**config.mk**
```make
export PLATFORM = sky130hd
export DESIGN_NAME = rx_deframer_flat
export DESIGN_NICKNAME = d
export VERILOG_FILES = /design/src/rtl/rx_deframer_pkg.sv /design/src/rtl/rx_deframer_if.sv /design/src/rtl/rx_freshness_check.sv /design/src/rtl/rx_deframer.sv /design/src/flat_wrapper.sv
export SDC_FILE = /design/constraint.sdc
export NUM_CORES = 2
export LEC_CHECK = 0
export ABC_AREA = 0
export ABC_CLOCK_PERIOD_IN_PS = 6700
export BUFFER_PORTS_ARGS = -buffer_cell sky130_fd_sc_hd__clkbuf_2
export CAP_MARGIN = 20
export CORE_AREA = 2 2 631 633
export CTS_BUF_LIST = sky130_fd_sc_hd__clkbuf_4 sky130_fd_sc_hd__clkbuf_8
export DETAILED_ROUTE_END_ITERATION = 10
export DIE_AREA = 0 0 633 635
export PLACE_DENSITY = 0.37
export SYNTH_ARGS = -nofsm -noshare
export SYNTH_HDL_FRONTEND = slang
export SYNTH_SLANG_ARGS = --single-unit
```
**constraint.sdc**
```tcl
create_clock -name clk -period 6.7 [get_ports clk]
set_clock_uncertainty 0.1 [all_clocks]
set_input_delay 0.335 -clock clk [delete_from_list [all_inputs] [get_ports clk]]
set_output_delay 0.335 -clock clk [all_outputs]
set_load 0.05 [all_outputs]
```
**src/rtl/rx_deframer_pkg.sv**
```systemverilog
// Shared frame layout, verdict codes and FSM states for the receive deframer.
// The field positions must stay in step with the transmit framer.
package rx_deframer_pkg;

  localparam int PAYLOAD_W  = 512;
  localparam int FRAME_W    = PAYLOAD_W + 26;
  localparam int MAC_DATA_W = PAYLOAD_W + 18;

  localparam int PAYLOAD_MSB = FRAME_W - 1;
  localparam int PAYLOAD_LSB = 26;
  localparam int CNT_MSB     = 25;
  localparam int CNT_LSB     = 18;
  localparam int TIMER_MSB   = 17;
  localparam int TIMER_LSB   = 10;
  localparam int TAG_MSB     = 9;
  localparam int TAG_LSB     = 2;
  localparam int STATE_MSB   = 1;
  localparam int STATE_LSB   = 0;

  localparam int CNT_WIN_DEF     = 16;
  localparam int TIME_WIN_DEF    = 4;
  localparam int MAC_TIMEOUT_DEF = 64;

  typedef enum logic [2:0] {
    ST_OK          = 3'd0,
    ST_REPLAY      = 3'd1,
    ST_STALE       = 3'd2,
    ST_BAD_TAG     = 3'd3,
    ST_MAC_TIMEOUT = 3'd4
  } status_e;

  typedef enum logic [1:0] {
    S_IDLE     = 2'd0,
    S_MAC_WAIT = 2'd1,
    S_CHECK    = 2'd2,
    S_OUT      = 2'd3
  } fsm_e;

endpackage

```
**src/rtl/rx_deframer_if.sv**
```systemverilog
// Bundle of the frame input, MAC-engine request/ack and result handshake.
interface rx_deframer_if;
  import rx_deframer_pkg::*;

  logic [FRAME_W-1:0]    frame_in;
  logic                  frame_valid;
  logic                  frame_ready;
  logic [7:0]            local_time;
  logic                  mac_req;
  logic [MAC_DATA_W-1:0] mac_data;
  logic                  mac_ack;
  logic [7:0]            mac_tag;
  logic                  out_valid;
  logic                  out_ready;
  logic [PAYLOAD_W-1:0]  payload_out;
  logic [1:0]            state_out;
  logic [2:0]            status;
  logic [7:0]            err_count;

  modport slave (
    input  frame_in, frame_valid, local_time, mac_ack, mac_tag, out_ready,
    output frame_ready, mac_req, mac_data, out_valid, payload_out, state_out,
           status, err_count
  );

  modport master (
    output frame_in, frame_valid, local_time, mac_ack, mac_tag, out_ready,
    input  frame_ready, mac_req, mac_data, out_valid, payload_out, state_out,
           status, err_count
  );

endinterface

```
**src/rtl/rx_freshness_check.sv**
```systemverilog
// Combinational replay-window and timer-window checks for a received frame.
module rx_freshness_check #(
  parameter int CNT_WIN  = 16,
  parameter int TIME_WIN = 4
) (
  input  logic [7:0] rx_cnt,
  input  logic [7:0] last_cnt,
  input  logic       have_last,
  input  logic [7:0] rx_timer,
  input  logic [7:0] local_time,
  output logic       cnt_ok,
  output logic       time_ok
);

  logic [7:0] cnt_delta;
  logic [7:0] time_delta;

  // Both differences wrap mod 256, so a counter rollover still reads as +1.
  assign cnt_delta  = rx_cnt - last_cnt;
  assign time_delta = local_time - rx_timer;

  assign cnt_ok  = !have_last || ((cnt_delta != 8'd0) && (cnt_delta <= 8'(CNT_WIN)));
  assign time_ok = (time_delta <= 8'(TIME_WIN)) || (time_delta >= 8'(256 - TIME_WIN));

endmodule

```
**src/rtl/rx_deframer.sv**
```systemverilog
// Receive deframer: captures a frame, fetches a reference tag from the MAC
// engine, checks authenticity and freshness, and hands payload plus verdict on.
//   state    | meaning
//   IDLE     | ready for a frame
//   MAC_WAIT | tag request outstanding, timeout running
//   CHECK    | one cycle to form the verdict
//   OUT      | result presented until the consumer takes it
module rx_deframer
  import rx_deframer_pkg::*;
#(
  parameter int CNT_WIN     = CNT_WIN_DEF,
  parameter int TIME_WIN    = TIME_WIN_DEF,
  parameter int MAC_TIMEOUT = MAC_TIMEOUT_DEF
) (
  input logic          clk,
  input logic          resetN,
  rx_deframer_if.slave bus
);

  localparam int TMO_W = $clog2(MAC_TIMEOUT + 1);

  fsm_e                 state, state_nxt;
  logic                 alive;
  logic [PAYLOAD_W-1:0] rx_payload;
  logic [7:0]           rx_cnt, rx_timer, rx_tag, tag_q;
  logic [1:0]           rx_state;
  logic [TMO_W-1:0]     tmo_cnt;
  logic                 tmo_hit;
  logic [7:0]           last_cnt;
  logic                 have_last;
  logic [PAYLOAD_W-1:0] payload_q;
  logic [1:0]           state_q;
  status_e              status_q, verdict;
  logic [7:0]           err_q;
  logic                 cnt_ok, time_ok, enter_out;

  rx_freshness_check #(.CNT_WIN(CNT_WIN), .TIME_WIN(TIME_WIN)) u_fresh (
    .rx_cnt    (rx_cnt),
    .last_cnt  (last_cnt),
    .have_last (have_last),
    .rx_timer  (rx_timer),
    .local_time(bus.local_time),
    .cnt_ok    (cnt_ok),
    .time_ok   (time_ok)
  );

  assign tmo_hit = (tmo_cnt == TMO_W'(MAC_TIMEOUT - 1));

  always_ff @(posedge clk or negedge resetN) begin
    if (!resetN) begin
      state <= S_IDLE;
      alive <= 1'b0;
    end else begin
      state <= state_nxt;
      alive <= 1'b1;
    end
  end

  always_comb begin
    state_nxt = state;
    case (state)
      S_IDLE:     if (bus.frame_valid && alive) state_nxt = S_MAC_WAIT;
      S_MAC_WAIT: if (bus.mac_ack)              state_nxt = S_CHECK;
                  else if (tmo_hit)             state_nxt = S_OUT;
      S_CHECK:                                  state_nxt = S_OUT;
      S_OUT:      if (bus.out_ready)            state_nxt = S_IDLE;
      default:                                  state_nxt = S_IDLE;
    endcase
  end

  always_comb begin
    bus.frame_ready = (state == S_IDLE) && alive;
    bus.mac_req     = (state == S_MAC_WAIT);
    bus.out_valid   = (state == S_OUT);
  end

  // Tag mismatch outranks replay, which outranks staleness.
  always_comb begin
    verdict = ST_OK;
    if (state == S_MAC_WAIT)   verdict = ST_MAC_TIMEOUT;
    else if (rx_tag != tag_q)  verdict = ST_BAD_TAG;
    else if (!cnt_ok)          verdict = ST_REPLAY;
    else if (!time_ok)         verdict = ST_STALE;
  end

  assign enter_out = (state == S_CHECK) ||
                     ((state == S_MAC_WAIT) && !bus.mac_ack && tmo_hit);

  always_ff @(posedge clk or negedge resetN) begin
    if (!resetN) begin
      rx_payload <= '0;
      rx_cnt     <= '0;
      rx_timer   <= '0;
      rx_tag     <= '0;
      rx_state   <= '0;
      tag_q      <= '0;
      tmo_cnt    <= '0;
    end else if (bus.frame_ready && bus.frame_valid) begin
      rx_payload <= bus.frame_in[PAYLOAD_MSB:PAYLOAD_LSB];
      rx_cnt     <= bus.frame_in[CNT_MSB:CNT_LSB];
      rx_timer   <= bus.frame_in[TIMER_MSB:TIMER_LSB];
      rx_tag     <= bus.frame_in[TAG_MSB:TAG_LSB];
      rx_state   <= bus.frame_in[STATE_MSB:STATE_LSB];
      tmo_cnt    <= '0;
    end else if (state == S_MAC_WAIT) begin
      tmo_cnt <= tmo_cnt + 1'b1;
      if (bus.mac_ack) tag_q <= bus.mac_tag;
    end
  end

  always_ff @(posedge clk or negedge resetN) begin
    if (!resetN) begin
      last_cnt  <= '0;
      have_last <= 1'b0;
      payload_q <= '0;
      state_q   <= '0;
      status_q  <= ST_OK;
      err_q     <= '0;
    end else if (enter_out) begin
      status_q <= verdict;
      state_q  <= rx_state;
      if (verdict == ST_OK) begin
        payload_q <= rx_payload;
        last_cnt  <= rx_cnt;
        have_last <= 1'b1;
      end else begin
        payload_q <= '0;
        if (err_q != 8'hFF) err_q <= err_q + 8'd1;
      end
    end
  end

  assign bus.mac_data    = {rx_payload, rx_cnt, rx_timer, rx_state};
  assign bus.payload_out = payload_q;
  assign bus.state_out   = state_q;
  assign bus.status      = status_q;
  assign bus.err_count   = err_q;

endmodule

```
**src/flat_wrapper.sv**
```systemverilog
// flat-port wrapper written by rule: the top's interface ports become plain ports
module rx_deframer_flat import rx_deframer_pkg::*;
#(
  parameter int CNT_WIN     = CNT_WIN_DEF,
  parameter int TIME_WIN    = TIME_WIN_DEF,
  parameter int MAC_TIMEOUT = MAC_TIMEOUT_DEF
)
  (clk, resetN, bus_frame_in, bus_frame_valid, bus_local_time, bus_mac_ack, bus_mac_tag, bus_out_ready, bus_frame_ready, bus_mac_req, bus_mac_data, bus_out_valid, bus_payload_out, bus_state_out, bus_status, bus_err_count);
  rx_deframer_if bus_i ();
  input logic clk;
  input logic resetN;
  input wire logic [$bits(bus_i.frame_in)-1:0] bus_frame_in;
  input wire logic [$bits(bus_i.frame_valid)-1:0] bus_frame_valid;
  input wire logic [$bits(bus_i.local_time)-1:0] bus_local_time;
  input wire logic [$bits(bus_i.mac_ack)-1:0] bus_mac_ack;
  input wire logic [$bits(bus_i.mac_tag)-1:0] bus_mac_tag;
  input wire logic [$bits(bus_i.out_ready)-1:0] bus_out_ready;
  output wire logic [$bits(bus_i.frame_ready)-1:0] bus_frame_ready;
  output wire logic [$bits(bus_i.mac_req)-1:0] bus_mac_req;
  output wire logic [$bits(bus_i.mac_data)-1:0] bus_mac_data;
  output wire logic [$bits(bus_i.out_valid)-1:0] bus_out_valid;
  output wire logic [$bits(bus_i.payload_out)-1:0] bus_payload_out;
  output wire logic [$bits(bus_i.state_out)-1:0] bus_state_out;
  output wire logic [$bits(bus_i.status)-1:0] bus_status;
  output wire logic [$bits(bus_i.err_count)-1:0] bus_err_count;
  assign bus_i.frame_in = bus_frame_in;
  assign bus_i.frame_valid = bus_frame_valid;
  assign bus_i.local_time = bus_local_time;
  assign bus_i.mac_ack = bus_mac_ack;
  assign bus_i.mac_tag = bus_mac_tag;
  assign bus_i.out_ready = bus_out_ready;
  assign bus_frame_ready = bus_i.frame_ready;
  assign bus_mac_req = bus_i.mac_req;
  assign bus_mac_data = bus_i.mac_data;
  assign bus_out_valid = bus_i.out_valid;
  assign bus_payload_out = bus_i.payload_out;
  assign bus_state_out = bus_i.state_out;
  assign bus_status = bus_i.status;
  assign bus_err_count = bus_i.err_count;
  rx_deframer #(.CNT_WIN(CNT_WIN), .TIME_WIN(TIME_WIN), .MAC_TIMEOUT(MAC_TIMEOUT)) u_core (.clk(clk), .resetN(resetN), .bus(bus_i));
endmodule
```
# == Word-level counts from Yosys, hierarchy flattened ==
# Index checks and enable logic that the tools add are counted.
# word_totals
word_cells,64
out_inout_bits,1058
register_bits,1090
# classes
n_bitwise,2
add_sub_neg,4
muxes,12
eq_ne,9
reduce_logical,19
magnitude_cmp,3
# op_table
cell,n
$mux 512,1
$sub 8x8->8,2
$mux 7,2
$mux 2,5
$mux 3,3
$reduce_and 3->1,3
$add 8x1->8 const B,1
$ge 8x8->1 const B,1
$le 8x3->1 const B,1
$le 8x5->1 const B,1
$ne 8x8->1,1
$ne 8x8->1 const B,1
$pmux 2 s4,1
$reduce_bool 8->1,1
$add 7x1->7 const B,1
$eq 7x6->1 const B,1
$logic_and 1x1->1,6
$eq 2x2->1 const B,2
$logic_not 3->1,1
$logic_or 1x1->1,3
$ne 3x2->1 const B,1
$eq 2x1->1 const B,1
$logic_not 1->1,2
$logic_not 2->1,1
5 further kinds,6

# == Longest topological paths before layout ==
# logic_depth
word_depth,10
ltp_mapped,14

# == Modules after synthesis ==
# From an unflattened synthesis, not the netlist that was laid out.
# unflattened
cells_unflattened,4756
hier_area_um2,42522.0
# modules_own_cells
module,area_each_um2,instances,cells_each
rx_deframer,41836.4,1,4659
rx_freshness_check,685.7,1,97

# == Worst setup path after synthesis ==
# No wires, ideal clock.
# synth_path
kind,reg2reg
start,register u_core.rx_cnt[2]
end,register u_core.last_cnt[0]
t_arrival_ns,3.478
path_slack_ns,2.997
required_ns,6.475
path_stages_with_launch,13
path_buffers,2
setup_time_ns,0.125
path_cell_list,dfrtp_1 -> ha_1 -> o21ai_0 -> a21oi_1 -> o22a_1 -> or3_1 -> xor2_1 -> o31a_1 -> nor4b_4 -> nor2b_1 -> buf_4 -> buf_4 -> mux2_2
# synth_between
elab_chain_len,9
# synth_rtl
element,line,text
"start, declared",rx_deframer.sv:25,"logic [7:0] rx_cnt, rx_timer, rx_tag, tag_q;"
"start signal, assigned",rx_deframer.sv:100,rx_cnt <= bus.frame_in[CNT_MSB:CNT_LSB];
$sub 8x8->8 (*),rx_freshness_check.sv:19,assign cnt_delta = rx_cnt - last_cnt;
$le 8x5->1 / $reduce_bool 8->1 (equally long branches),rx_freshness_check.sv:22,assign cnt_ok = !have_last || ((cnt_delta != 8'd0) && (cnt_delta <= 8'(CNT_WIN)));
$logic_and 1x1->1 (*),rx_freshness_check.sv:22,
$logic_or 1x1->1 (*),rx_freshness_check.sv:22,
$mux 3 (*),rx_deframer.sv:82,else if (!cnt_ok) verdict = ST_REPLAY;
$mux 3 (*),rx_deframer.sv:81,else if (rx_tag != tag_q) verdict = ST_BAD_TAG;
$mux 3 (*),rx_deframer.sv:80,if (state == S_MAC_WAIT) verdict = ST_MAC_TIMEOUT;
$logic_not 3->1 (*),rx_deframer.sv:122,if (verdict == ST_OK) begin
$reduce_and 2->1 (no line) (*),-,
"end signal, assigned",rx_deframer.sv:124,last_cnt <= rx_cnt;
"end, declared",rx_deframer.sv:29,logic [7:0] last_cnt;
# Mark *: on every way between the ends. The rest lies on a longest branch, timed or not.
# A chain may end at the register's enable or synchronous reset.

# == Worst setup path after layout ==
# layout_path
start,register u_core.rx_cnt[2]
end,register u_core.last_cnt[3]
# Same word-level chain as after synthesis.

==> flow_summary.rst <==
.. list-table::
   :header-rows: 1

   * - Metric
     - Value
   * - Status
     - finished, final reports clean
   * - Cell type contributing the most total cell area after synthesis
     - sky130_fd_sc_hd__dfrtp_1
   * - Combinational fraction of design power
     - about two fifths
   * - Leftover overflow at the end of global routing
     - 0
   * - Mapped Nets
     - approximately 4200
   * - Achievable clock frequency
     - 0.2067 GHz
   * - Unique cell type count in the Yosys netlist
     - 45
   * - Routed wire length
     - slightly below 300000 µm
   * - Area inside the core boundary
     - 0.3948 mm²
   * - Clock share of power
     - 25.0%
   * - Internal power
     - between 15 and 20 mW
   * - Routed length per placed instance
     - between 20 and 25 µm
   * - Endpoint arrival time on the critical path
     - 5.65 ns
   * - Post-synthesis async set-or-reset flop share
     - 100.0%
   * - X dimension of the die
     - 633 µm
   * - Leading cell type by number of instances after synthesis
     - sky130_fd_sc_hd__nand2_1
   * - Number of gates resized after CTS
     - 0
   * - Count of boundary I/O pins
     - around 1600
   * - Gate Count Post-Synth
     - ~3700
   * - Final net count
     - 7000
   * - Worst Setup SP
     - u_core.rx_cnt[2]
   * - Fin crit share
     - between 70% and 80%
   * - Starting density of the core
     - between 10% and 20%
   * - H-tree level count
     - 4
   * - Worst vdd rail ir drop
     - 310.7 µV
   * - Global-route wire length before repair
     - 386500 µm
   * - Routed via count
     - 39730
   * - Flop and latch count out of synthesis
     - ~1100
   * - Multi-input gate area
     - 0.01204 mm²
   * - Per-cell via count in the routed design
     - 3.356
   * - Worst reg2reg startpoint
     - u_core.rx_cnt[2]
   * - Number of sinks on the clock net
     - 1090
   * - Final number of setup-violating endpoints
     - 0
   * - Power dissipated by switching net loads
     - 15.01 mW
   * - First-iteration detailed-routing DRC count
     - between 2000 and 2500
   * - Final Wtd Congestion
     - 0.8661
   * - Die area
     - 0.4020 mm²
   * - Startpoint class of the critical path
     - register
   * - Type of the worst setup path
     - reg2reg
   * - Top flip-flop cell by instance count after synthesis
     - sky130_fd_sc_hd__dfrtp_1
   * - Depth of the most critical reg-to-reg path
     - 11
   * - Total DRC errors in the routed layout
     - 0
   * - Post-synthesis sequential area ratio
     - 67.07%
   * - Layout cells sized above 1
     - 31.41%
   * - Total clock buffers created by CTS
     - 214
   * - Antenna violations before repair
     - 41
   * - Switching share of power
     - 49.94%
   * - Clock latency on the worst-skew pair
     - ~1.0 ns
   * - Post-CTS repair timing setup buffer count
     - 0
   * - Top fanout value on the critical path
     - 55
   * - Min Hold Slack
     - ~0.14 ns
   * - Number of I/O port buffers
     - approximately 1600
   * - Destination of the critical timing path
     - u_core.last_cnt[3]
   * - Number of max-cap violations
     - 0
   * - Slew Limit Headroom
     - a little over a fifth
   * - Root Buffer Master
     - sky130_fd_sc_hd__clkbuf_8
   * - Warnings, synthesis
     - 0
   * - Fin crit period
     - 4.839 ns
   * - Count of fill cells added during filler insertion
     - 44000
   * - Reg2Reg Setup Slack
     - 1.86 ns
   * - Post-synth EDFFs
     - 0
   * - Sum of net half-perimeters after detailed placement
     - roughly 240000 µm
   * - Area share of the largest cell type after synthesis
     - between 60% and 70%
   * - Worst setup slack before clock tree synthesis
     - 1.489 ns
   * - Count of standard-cell rows
     - around 230
   * - Final count of hold timing violations
     - 0
   * - Chip Height
     - 635 µm
   * - Leading cell types by total area after synthesis
     - sky130_fd_sc_hd__dfrtp_1 67%, sky130_fd_sc_hd__nand2_1 15%, sky130_fd_sc_hd__a22o_1 11%, sky130_fd_sc_hd__clkbuf_1 1.6%, sky130_fd_sc_hd__buf_6 1.5%
   * - Detailed-router iteration count before antenna repair
     - 5
   * - Pin slew with the least headroom to its limit
     - 1.173 ns
   * - Final instance area
     - between 0.07 and 0.08 mm²
   * - Netlist Area Pre-Place
     - ~0.04 mm²
   * - Reg2reg end
     - u_core.last_cnt[3]
   * - Number of slew-limit violations in the final report
     - 0
   * - Capturing element type of the critical path
     - register
   * - Register area
     - 0.02728 mm²
   * - Maximum clock path buffer count
     - 4
   * - Power share of the sequential group
     - 34.9%
   * - Required time of the critical path
     - about 7.5 ns
   * - RSZ-0062 raised after global routing
     - false
   * - Cell Pwr Density
     - 426.6 mW/mm²
   * - Cell leakage power
     - roughly 36 nW
   * - Worst setup slack after layout
     - 1.861 ns
   * - Area Overhead vs Synth
     - 73.26%
   * - Placed inst area
     - 0.05465 mm²
   * - Post-synthesis area per instance
     - 11.09 µm²
   * - Path type of the worst min-delay path
     - in2async
   * - Global router's overall resource usage
     - 14.14%
   * - Sum of negative setup slack
     - 0 ns
   * - Post-CTS clock slew at the launch and capture registers of the worst setup and hold paths
     - 0.08 ns
   * - Largest net degree at the start of global routing
     - between 150 and 200
   * - Clock tree from TritonCTS
     - yes
   * - Antenna-violating nets left
     - 0
   * - Most common library cells after synthesis
     - 1619 x sky130_fd_sc_hd__nand2_1, 1090 x sky130_fd_sc_hd__dfrtp_1, 512 x sky130_fd_sc_hd__a22o_1
   * - Core utilization of the finished layout
     - 17.85%
   * - Vias in the first global route
     - 41140
worst min path at each step:
stage / from / end / slack [ns] / cells after the start
after floorplan: resetN / u_core.alive / -0.06 / 0
after CTS: bus_frame_in[429] / u_core.rx_payload[403] / 0.00007 / 4
after global placement: resetN / u_core.bus.status[2] / 0.34 / 1
after global routing: bus_frame_in[474] / u_core.rx_payload[448] / 0.05 / 4
final: resetN / u_core.bus.status[2] / 0.14 / 3
after detailed placement: resetN / u_core.bus.status[2] / 0.34 / 1
power by group through the flow:
stage	Clock, mW	Combinational, mW	Sequential (mW)
4_1_cts	7.82	12.2	10.5
6_report	7.50	12.1	10.5
3_5_place_dp	0	11.5	10.6
3_3_place_gp	0	11.4	10.6
5_1_grt	8.06	12.7	10.7
2_1_floorplan	0	2.41	14.7
registers in the layout (all words and copies together) (netlist names):
name and cells:
u_core.tag_q 8, u_core.last_cnt 8, u_core.state 2, u_core.bus.state_out 2
u_core.have_last 1, u_core.alive 1, u_core.rx_payload 512, u_core.rx_tag 8
u_core.rx_state 2, u_core.bus.payload_out 512, u_core.bus.err_count 8, u_core.tmo_cnt 7
u_core.rx_timer 8, u_core.rx_cnt 8, u_core.bus.status 3
kinds of logic (layout without fill, tap and decap cells):
kind of cell,after synthesis,in the layout,share of synthesized area (%)
flops,1090,1090,67.07
simple gates,1684,1684,15.82
fa+ha+maj,21,21,0.6461
xor+xnor,30,30,0.6461
compound gates,554,554,11.69
mux,25,25,0.6830
other cells,1,22,0.009221
buf+inv,261,3169,3.431
area by class of cell:
class	count	area share (%)
clock buffers	320	5.727
multi-input cells	2315	17.08
clock inverters	50	0.8275
well taps	5242	9.309
inverters	22	0.1172
diodes	21	0.07458
flip-flops and latches	1090	38.71
repair buffers	2777	28.15
critical path, stage by stage (launching register included):
cell	delay (ns)
sky130_fd_sc_hd__dfrtp_1	0.40
sky130_fd_sc_hd__ha_1	0.35
sky130_fd_sc_hd__o21ai_0	0.18
sky130_fd_sc_hd__a21oi_1	0.12
sky130_fd_sc_hd__o22a_1	0.22
sky130_fd_sc_hd__or3_1	0.38
sky130_fd_sc_hd__xor2_1	0.15
sky130_fd_sc_hd__o31a_1	0.44
sky130_fd_sc_hd__nor4b_4	0.74
sky130_fd_sc_hd__nor2b_4	0.54
sky130_fd_sc_hd__buf_4	0.63
sky130_fd_sc_hd__mux2_2	0.41
layer usage:
| metal | track usage [%] | wire length, µm | vias up |
|---|---|---|---|
| met3 | 5.771 | 29030 | 396 |
| li1 | - | - | 17810 |
| met2 | 23.90 | 142800 | 1489 |
| met5 | 0 | 32 | - |
| met1 | 15.28 | 107500 | 20020 |
| met4 | 6.736 | 14350 | 6 |
through the flow:
stage,instances,power [mW]
floorplan,3666,17.11
finish,11840,30.06
global placement,10340,22.01
CTS,11820,30.53
detailed placement,10340,22.06
global route,11830,31.47
what timing repair did:
action / 4_1_cts / 5_1_grt
setup endpoints to repair: 0 / 0
hold endpoints to repair: 1104 / 0
hold buffers: 1111 / 0
cell usage in the layout, fill, tap and decap left out, types with 10 or more instances in the layout:
cell type                       count
sky130_fd_sc_hd__dfrtp_1         1090
sky130_fd_sc_hd__dlygate4sd3_1   1110
sky130_fd_sc_hd__buf_4             32
sky130_fd_sc_hd__nand2_1         1619
sky130_fd_sc_hd__clkbuf_8         261
sky130_fd_sc_hd__nor3_1            13
sky130_fd_sc_hd__buf_12            18
sky130_fd_sc_hd__mux2_2            21
sky130_fd_sc_hd__ha_1              21
sky130_fd_sc_hd__nor2_1            20
sky130_fd_sc_hd__clkinv_2          22
sky130_fd_sc_hd__o21ai_0           12
sky130_fd_sc_hd__clkbuf_4          59
sky130_fd_sc_hd__clkbuf_2        1615
sky130_fd_sc_hd__a22o_1           512
sky130_fd_sc_hd__inv_1             22
sky130_fd_sc_hd__diode_2           21
sky130_fd_sc_hd__xor2_1            21
sky130_fd_sc_hd__clkinvlp_4        10
Power figures use the tool's default switching activity.
